$ cat src/rtl/core_pkg.sv
// Shared core definitions: default datapath widths, the user-mode fetch
// window (also used by the memory checker) and the prefetch entry layout.
package core_pkg;

   localparam int CORE_DATA_W = 16;
   localparam int CORE_ADDR_W = 16;

   // Inclusive PC window legal in user mode.
   localparam logic [CORE_ADDR_W-1:0] CORE_USER_LO = 16'h4000;
   localparam logic [CORE_ADDR_W-1:0] CORE_USER_HI = 16'hBFFF;

   // One prefetch entry; the FIFO word is packed as {pc, instr} in this order.
   typedef struct packed {
      logic [CORE_ADDR_W-1:0] pc;
      logic [CORE_DATA_W-1:0] instr;
   } fifo_entry_t;

endpackage

$ cat src/rtl/sync_fifo.sv
// Synchronous FIFO with registered storage, flush, and a head word that is
// read straight from the storage flops (so a push is visible one cycle later).
// Head output is forced to 0 while empty.
module sync_fifo #(
   parameter int DEPTH = 4,
   parameter int WIDTH = 32
) (
   input  logic                     clk,
   input  logic                     rst,
   input  logic                     push,
   input  logic                     pop,
   input  logic                     flush,
   input  logic [WIDTH-1:0]         din,
   output logic [WIDTH-1:0]         dout,
   output logic [$clog2(DEPTH):0]   count
);

   localparam int PTR_W = $clog2(DEPTH);
   localparam int CNT_W = PTR_W + 1;
   localparam logic [CNT_W-1:0] DEPTH_C = CNT_W'(DEPTH);

   logic [WIDTH-1:0] mem_q [DEPTH];
   logic [WIDTH-1:0] mem_d [DEPTH];
   logic [PTR_W-1:0] rd_ptr_q, rd_ptr_d;
   logic [PTR_W-1:0] wr_ptr_q, wr_ptr_d;
   logic [CNT_W-1:0] cnt_q, cnt_d;
   logic             pop_ok;
   logic             push_ok;

   // Pointer/count update; a pop on empty is ignored, a push on full only
   // lands when a pop frees the slot in the same cycle. Flush wins.
   always_comb begin
      mem_d    = mem_q;
      rd_ptr_d = rd_ptr_q;
      wr_ptr_d = wr_ptr_q;
      cnt_d    = cnt_q;
      pop_ok   = pop && (cnt_q != '0);
      push_ok  = push && ((cnt_q != DEPTH_C) || pop_ok);
      if (flush) begin
         rd_ptr_d = '0;
         wr_ptr_d = '0;
         cnt_d    = '0;
      end else begin
         if (push_ok) begin
            mem_d[wr_ptr_q] = din;
            wr_ptr_d        = wr_ptr_q + PTR_W'(1);
         end
         if (pop_ok) begin
            rd_ptr_d = rd_ptr_q + PTR_W'(1);
         end
         if (push_ok && !pop_ok) begin
            cnt_d = cnt_q + CNT_W'(1);
         end else if (pop_ok && !push_ok) begin
            cnt_d = cnt_q - CNT_W'(1);
         end
      end
   end

   // Control state register with synchronous reset.
   always_ff @(posedge clk) begin
      if (rst) begin
         rd_ptr_q <= '0;
         wr_ptr_q <= '0;
         cnt_q    <= '0;
      end else begin
         rd_ptr_q <= rd_ptr_d;
         wr_ptr_q <= wr_ptr_d;
         cnt_q    <= cnt_d;
      end
   end

   // Storage needs no reset: the head is gated while the FIFO is empty.
   always_ff @(posedge clk) begin
      mem_q <= mem_d;
   end

   assign count = cnt_q;
   assign dout  = (cnt_q != '0) ? mem_q[rd_ptr_q] : '0;

endmodule

$ cat src/rtl/fetch_queue.sv
// Instruction-fetch front end: fetch PC, prefetch FIFO of {pc, instr},
// jump redirection and user-mode fetch-range checking.
// Handshake: decode takes the head when valid_out && !stall (and no jump);
// a jump flushes everything queued in the same cycle.
module fetch_queue
   import core_pkg::*;
#(
   parameter int                DATA_W  = CORE_DATA_W,
   parameter int                ADDR_W  = CORE_ADDR_W,
   parameter int                DEPTH   = 4,
   parameter logic [ADDR_W-1:0] USER_LO = CORE_USER_LO,
   parameter logic [ADDR_W-1:0] USER_HI = CORE_USER_HI,
   parameter logic [ADDR_W-1:0] RST_PC  = '0
) (
   input  logic                    clk,
   input  logic                    rst,
   output logic [ADDR_W-1:0]       i_addr,
   input  logic                    i_hit,
   input  logic [DATA_W-1:0]       instr,
   input  logic                    jump,
   input  logic [ADDR_W-1:0]       jump_addr,
   input  logic                    mode,
   input  logic                    stall,
   output logic                    valid_out,
   output logic [DATA_W-1:0]       instr_out,
   output logic [ADDR_W-1:0]       pc_out,
   output logic [$clog2(DEPTH):0]  count,
   output logic                    illegal_pc
);

   localparam int WIDTH = ADDR_W + DATA_W;
   localparam int CNT_W = $clog2(DEPTH) + 1;
   localparam logic [CNT_W-1:0] DEPTH_C = CNT_W'(DEPTH);

   logic [ADDR_W-1:0] fetch_pc_q, fetch_pc_d;
   logic              halted_q, halted_d;
   logic              illegal_q, illegal_d;
   logic              range_ok;
   logic              pop;
   logic              push;
   logic [WIDTH-1:0]  head;
   logic [CNT_W-1:0]  fifo_cnt;

   // Handshake qualification and fetch-PC / halt next-state.
   always_comb begin
      fetch_pc_d = fetch_pc_q;
      halted_d   = halted_q;
      illegal_d  = 1'b0;
      range_ok   = !mode || ((fetch_pc_q >= USER_LO) && (fetch_pc_q <= USER_HI));
      pop        = (fifo_cnt != '0) && !stall && !jump;
      push       = i_hit && !jump && !halted_q && range_ok &&
                   ((fifo_cnt != DEPTH_C) || pop);
      if (jump) begin
         fetch_pc_d = jump_addr;
         halted_d   = 1'b0;
      end else if (!range_ok && !halted_q) begin
         // Only reachable in user mode; the pulse fires once, then we park.
         illegal_d = 1'b1;
         halted_d  = 1'b1;
      end else if (push) begin
         fetch_pc_d = fetch_pc_q + ADDR_W'(1);
      end
   end

   // Fetch-side state register with synchronous reset.
   always_ff @(posedge clk) begin
      if (rst) begin
         fetch_pc_q <= RST_PC;
         halted_q   <= 1'b0;
         illegal_q  <= 1'b0;
      end else begin
         fetch_pc_q <= fetch_pc_d;
         halted_q   <= halted_d;
         illegal_q  <= illegal_d;
      end
   end

   sync_fifo #(
      .DEPTH (DEPTH),
      .WIDTH (WIDTH)
   ) u_fifo (
      .clk   (clk),
      .rst   (rst),
      .push  (push),
      .pop   (pop),
      .flush (jump),
      .din   ({fetch_pc_q, instr}),
      .dout  (head),
      .count (fifo_cnt)
   );

   assign i_addr     = fetch_pc_q;
   assign count      = fifo_cnt;
   assign valid_out  = (fifo_cnt != '0);
   assign pc_out     = head[WIDTH-1 -: ADDR_W];
   assign instr_out  = head[DATA_W-1:0];
   assign illegal_pc = illegal_q;

endmodule

$ cat config.mk
export PLATFORM = sky130hd
export DESIGN_NAME = fetch_queue
export DESIGN_NICKNAME = d
export VERILOG_FILES = /design/src/rtl/core_pkg.sv /design/src/rtl/sync_fifo.sv /design/src/rtl/fetch_queue.sv
export SDC_FILE = /design/constraint.sdc
export NUM_CORES = 1
export LEC_CHECK = 0
export BUFFER_PORTS_ARGS = -buffer_cell sky130_fd_sc_hd__buf_4
export CAP_MARGIN = 10
export CORE_AREA = 2 2 108 110
export CTS_CLUSTER_SIZE = 25
export DETAILED_ROUTE_END_ITERATION = 8
export DIE_AREA = 0 0 110 112
export PLACE_DENSITY = 0.79
export SLEW_MARGIN = 5
export SYNTH_ARGS = -nofsm -noshare
export SYNTH_HDL_FRONTEND = slang
export SYNTH_SLANG_ARGS = --single-unit
$ cat constraint.sdc
create_clock -name clk -period 4.1 [get_ports clk]
set_clock_uncertainty 0.1 [all_clocks]
set_input_delay 0 -clock clk [delete_from_list [all_inputs] [get_ports clk]]
set_output_delay 0 -clock clk [all_outputs]
set_load 0.005 [all_outputs]
After elaboration in Yosys (flattened, before gate mapping)

Index checks and enable logic that the tools add are counted.

$add $sub $neg: 5
Magnitude comparators: 5
Eq/ne operators: 2
Muxes and demuxes: 13
Bitwise operators: 3
Reductions and logical operators: 29

Operators with widths:

| cell                  | number |
|---|---|
| $bwmux 128            | 1 |
| $mux 32               | 4 |
| $bmux 32 s2           | 1 |
| $demux 32 s2          | 1 |
| $mux 16               | 3 |
| $add 16x1->16 const B | 1 |
| $ge 16x15->1 const B  | 1 |
| $le 16x16->1 const B  | 1 |
| $logic_and 1x1->1     | 13 |
| $logic_not 1->1       | 7 |
| $ge 3x3->1 const B    | 2 |
| $mux 3                | 2 |
| $not 2->3             | 2 |
| $add 2x1->2 const B   | 2 |
| $reduce_and 2->1      | 2 |
| $reduce_bool 2->1     | 2 |
| $add 3x1->3 const B   | 1 |
| $logic_or 1x1->1      | 3 |
| $lt 3x1->1 const B    | 1 |
| $ne 3x3->1 const B    | 1 |
| $reduce_bool 3->1     | 1 |
| $sub 3x1->3 const B   | 1 |
| $ne 2x2->1 const B    | 1 |
| $reduce_or 2->1       | 1 |
| other kinds (2)       | 2 |

Register bits after elaboration: 153
Bits of input ports: 38
Output and inout bits: 53

Longest topological paths before layout

Depth in word-level cells: 10
Gate-level depth with buffers: 10

Hierarchy

Synthesis repeated with hierarchy kept, for this count alone.

Cells, all modules: 391
Area total of the unflattened synthesis: 6378.6 µm²

By module, submodules not included:

| module      | instances | cells an instance | area each (µm²) |
|---|---|---|---|
| sync_fifo   | 1         | 252               | 5276.3 |
| fetch_queue | 1         | 139               | 1102.3 |

Least setup slack after synthesis

No wires, ideal clock.

Path type: reg-to-reg
From: register fetch_pc_q[14], in the netlist i_addr[14]
To: register u_fifo.cnt_q[2], in the netlist u_fifo.count[2]
Data arrival time: 2.735 ns
Data required time: 3.930 ns
Setup slack: 1.195 ns
Stages on the path, launching flop included: 11
Path buffers: 0
Period minus slack after synthesis: 2.905 ns
Cells stage by stage: dfxtp_1 > inv_1 > ha_1 > nor2b_1 > nor4_1 > ha_1 > inv_1 > fa_1 > xor2_1 > or3_1 > a21oi_1

Word-level cells in the longest chain between the ends: 9

RTL lines:

| what                                                | line              | text |
|---|---|---|
| from (decl)                                         | fetch_queue.sv:35 | `logic [ADDR_W-1:0] fetch_pc_q, fetch_pc_d;` |
| from (signal assigned)                              | fetch_queue.sv:72 | `fetch_pc_q <= fetch_pc_d;` |
| $ge 16x15->1 / $le 16x16->1 (equally long branches) | fetch_queue.sv:49 | `range_ok = !mode \|\| ((fetch_pc_q >= USER_LO) && (fetch_pc_q <= USER_HI));` |
| $logic_and 1x1->1 (*)                               | fetch_queue.sv:49 |  |
| $logic_or 1x1->1 (*)                                | fetch_queue.sv:49 |  |
| $logic_and 1x1->1 (*) (2 in series)                 | fetch_queue.sv:51 | `push = i_hit && !jump && !halted_q && range_ok &&` |
| $logic_and 1x1->1 (*)                               | sync_fifo.sv:38   | `push_ok = push && ((cnt_q != DEPTH_C) \|\| pop_ok);` |
| net u_fifo.push_ok                                  | sync_fifo.sv:28   | `logic push_ok;` |
| $logic_not 1->1                                     | sync_fifo.sv:53   | `end else if (pop_ok && !push_ok) begin` |
| $logic_and 1x1->1                                   | sync_fifo.sv:53   |  |
| $reduce_bool 2->1 (no line)                         | --                |  |
| to (signal assigned)                                | sync_fifo.sv:68   | `cnt_q <= cnt_d;` |
| to (decl)                                           | sync_fifo.sv:26   | `logic [CNT_W-1:0] cnt_q, cnt_d;` |

The timed path passes the listed nets; every way through them passes the cells marked *.
A chain may end at the register's enable or synchronous reset.

Final worst setup path

From: register fetch_pc_q[15], in the netlist i_addr[15]
To: register fetch_pc_q[13], in the netlist i_addr[13]

Word-level cells in the longest chain between the ends: 7

RTL lines:

| what                                                             | line |
|---|---|
| $ge 16x15->1 / $le 16x16->1 (equally long branches)              | fetch_queue.sv:49 |
| $logic_and 1x1->1 (*)                                            | fetch_queue.sv:49 |
| $logic_or 1x1->1 (*)                                             | fetch_queue.sv:49 |
| $logic_not 1->1 / $logic_and 1x1->1 (equally long branches)      | fetch_queue.sv:56, fetch_queue.sv:51 |
| $logic_and 1x1->1, on equally long branches                      | fetch_queue.sv:56, fetch_queue.sv:51 |
| $ne 2x2->1 (no line) / $reduce_bool 2->1 (equally long branches) | -- |
| $reduce_and 2->1 (no line) (*)                                   | -- |

Every way passes the cells marked *; elsewhere a longest branch is shown, timed or not.

==> flow_summary.json <==
{
  "cts_resized": 0,
  "critical_path_arrival_ns": 3.50,
  "via_count": 3950,
  "hp-class": "input port to flop",
  "worst_setup_path_end_kind": "flop",
  "detail_route.iter0.violations": 286,
  "grt_max_degree": 36,
  "grt_overflow_total": 0,
  "worst-slew-pin-transition_ns": 1.20,
  "synthCells": 378,
  "cellPowerDensity_nw_per_um2": 465,
  "yosysUniqueCellTypes": 34,
  "setup_viol": 0,
  "synth.yosys.warnings": 0,
  "route.detailed.drc": 0,
  "via_count_of_the_first_global_routing_pass": 4109,
  "finish.instance_area_um2": 8250,
  "setup.worst_path.class": "flop to flop",
  "place_ws_ns": 1.08,
  "worst-r2r-setup-slack_ns": 0.87,
  "hold_violations": 0,
  "setup-tns-final_ns": 0,
  "power_mw": 3.84,
  "initial_core_util_pct": 56.0,
  "crit_chain": "inv_1, ha_1, nor2b_1, or4_1, or4_1, a311oi_1, dlygate4sd3_1",
  "synthTopCellsByArea": "edfxtp_1 61%, mux4_2 12%, dfxtp_1 8.0%",
  "timing.rr.end": "i_addr[13]$_SDFFE_PP0P_",
  "synth_most_common_cell": "edfxtp_1",
  "worstSetupStartpointType": "flop",
  "routed_wl_um": 13900,
  "ff2ff_path_depth": 7,
  "timing.critical_path.max_delay_family": "simple AND/OR/NAND/NOR gates",
  "final_antenna_net_count": 0,
  "cp_max_fo": 9,
  "tcrit_tclk_final_pct": 78.9,
  "synth_edf_count": 128,
  "report.final.slew_viol_count": 0,
  "clock_tree.htree_level_count": 4,
  "area.growth.synth_to_final_pct": 32.0,
  "cts-root-buf": "clkbuf_16",
  "cts_buffer_depth": 2,
  "cpMaxStageDelayCell": "or4_1",
  "post_dp_cell_area_um2": 7040,
  "syn-num-nets": 424,
  "final_net_count": 564,
  "cts.sink_count": 153,
  "syn_area_um2": 6250,
  "tritoncts.num_buffers": 17,
  "pin_count": 91,
  "clk_transition_reported_paths_ns": 0.06,
  "critical_path_buf_inv_count": 2,
  "synth.ff_latch_count": 153,
  "cts_tree": "yes",
  "final_layout_size_suffix_gt1_share_pct": 31.8,
  "die_h_um": 112,
  "irDropWorstVdd_uv": 520,
  "holdWs_ns": 0.163,
  "clock_latency_ns": 0.43,
  "synth_ff_type": "edfxtp_1",
  "postLayoutSetupSlackWorst_ns": 0.866,
  "num_rows": 39,
  "critical-path-max-stage-delay_ns": 0.71,
  "filler_cell_count": 647,
  "setup_repair_after_global_routing_missed_its_margin": "no",
  "stages_on_the_worst_setup_path": 7,
  "synth_top_area_cell": "edfxtp_1",
  "routed_via_density": 5.86,
  "placement.io_buffers": 90,
  "power.static_leakage_nw": 2.94,
  "antenna_found_initial": 0,
  "clock.fmax_mhz": 309,
  "critical_path_required_ns": 4.37,
  "placeableCoreArea_um2": 11200,
  "avgSynthCellArea_um2": 16.5,
  "yosysSeqAreaShare_pct": 69.5,
  "instances_no_fill": 674,
  "dpl.cell_count": 591,
  "sequential_cell_area_um2": 4350,
  "layout.core_utilization_pct": 73.9,
  "antenna_cells": 0,
  "gpl.final_weighted_congestion": 0.858,
  "global_route.usage.total_pct": 23.7,
  "place_hpwl_um": 7590,
  "setup.worst_path.start": "i_addr[15]$_SDFFE_PP0P_",
  "most_used_standard_cells_in_the_synthesized_netlist": "128 x edfxtp_1, 36 x and2_1, 32 x mux4_2",
  "area_of_the_multi_input_gates_um2": 1790,
  "r2r_start": "i_addr[15]$_SDFFE_PP0P_",
  "die_x_um": 110,
  "synth_top_cell_area_share_pct": 61.5,
  "avg_wl_per_cell_um": 20.6,
  "critical-path-top-cell-by-count": "or4_1",
  "die_area_um2": 12300,
  "min_period_ns": 3.23,
  "grt_pass1_wl_um": 21000,
  "outcome": "finished, final reports clean",
  "cap_viol_max_count": 0,
  "slew-limit-headroom_pct": 19.7,
  "critical_path.endpoint": "i_addr[13]$_SDFFE_PP0P_",
  "drt-pass1-iter-count": 4,
  "min-delay-start": "i_hit",
  "asyncSetResetFlopFracSynth_pct": 0
}
-- routing by layer --
metal | GRT usage [%] | share of wire [%] | wire, um | up-vias
met5 | 0 | 0 | 0 | -
met4 | 9.28 | 2.2 | 308 | 0
met3 | 7.55 | 7.4 | 1030 | 33
met2 | 38.8 | 51 | 7080 | 210
met1 | 29.0 | 39 | 5480 | 1945
li1 | - | - | - | 1762
-- registers in the layout (all words and copies together) (netlist names) --
signal,count
u_fifo.mem_q,128
i_addr,16
u_fifo.count,3
u_fifo.rd_ptr_q,2
u_fifo.wr_ptr_q,2
halted_q,1
illegal_pc,1
-- what timing repair did --
| action | CTS | global route |
|---|---|---|
| hold buffers | 50 | 0 |
| buffers inserted | 0 | 0 |
| endpoints found under the hold margin | 89 | 0 |
-- layout make-up --
cell class | count | area share [%]
clock buffer | 18 | 5.32
inverter | 10 | 0.455
multi-input combinational | 193 | 21.7
timing repair buffer | 143 | 14.7
tap | 143 | 2.17
clock inverter | 14 | 3.03
sequential | 153 | 52.7
-- worst min-delay path by stage --
stage                                            to  cells after the start
floorplan                 u_fifo.mem_q[0]$_DFFE_PP_                      0
global placement         u_fifo.mem_q[78]$_DFFE_PP_                      1
detailed placement      u_fifo.mem_q[101]$_DFFE_PP_                      1
CTS                 u_fifo.wr_ptr_q[1]$_SDFFE_PP0P_                      6
global route        u_fifo.wr_ptr_q[1]$_SDFFE_PP0P_                      6
finish              u_fifo.wr_ptr_q[1]$_SDFFE_PP0P_                      6
-- report_power, final --
part	total, mW	internal (mW)	switching [mW]	leakage (nW)
Sequential	1.76	1.72	0.0407	1.37
Combinational	0.266	0.150	0.116	1.23
Clock	1.81	1.21	0.596	0.335
-- logic make-up after synthesis --
logic type	share of synthesized area [%]
multiplexers	11.8
flip-flops	69.5
buffers and inverters	2.00
AO/OA/AOI/OAI	3.86
adder cells (fa/ha/maj)	1.72
AND/OR/NAND/NOR	10.0
XOR/XNOR	1.12
-- worst min-delay path, cell delays in order --
cell	delay, ns
buf_4	0.11
nand2b_1	0.18
nor4_1	0.08
buf_4	0.15
nand2_1	0.06
a21oi_1	0.05
-- layout by cell type, fill, tap and decap left out, types with 2 or more instances in the layout --
cell,synthesis,layout
edfxtp_1,128,128
buf_4,0,92
dlygate4sd3_1,0,50
mux4_2,32,32
and2_1,36,32
nor2_1,26,26
dfxtp_1,25,23
clkbuf_16,0,17
a311oi_1,12,12
or4_1,11,11
inv_1,9,9
nand2_1,7,7
o31ai_1,7,7
nand3_1,7,7
ha_1,7,7
bufinv_16,0,7
or3_1,6,6
xor2_1,6,6
o21ai_0,6,6
clkinv_2,0,5
and2_2,0,4
or2_2,4,4
a211oi_1,4,4
nor4_1,3,3
a21oi_1,3,3
nand2b_1,2,2
mux2i_1,2,2
xnor2_1,2,2
nand4_1,2,2
and4_1,2,2
clkinvlp_4,0,2
dfxtp_2,0,2
(Power assumes the default switching activity.)
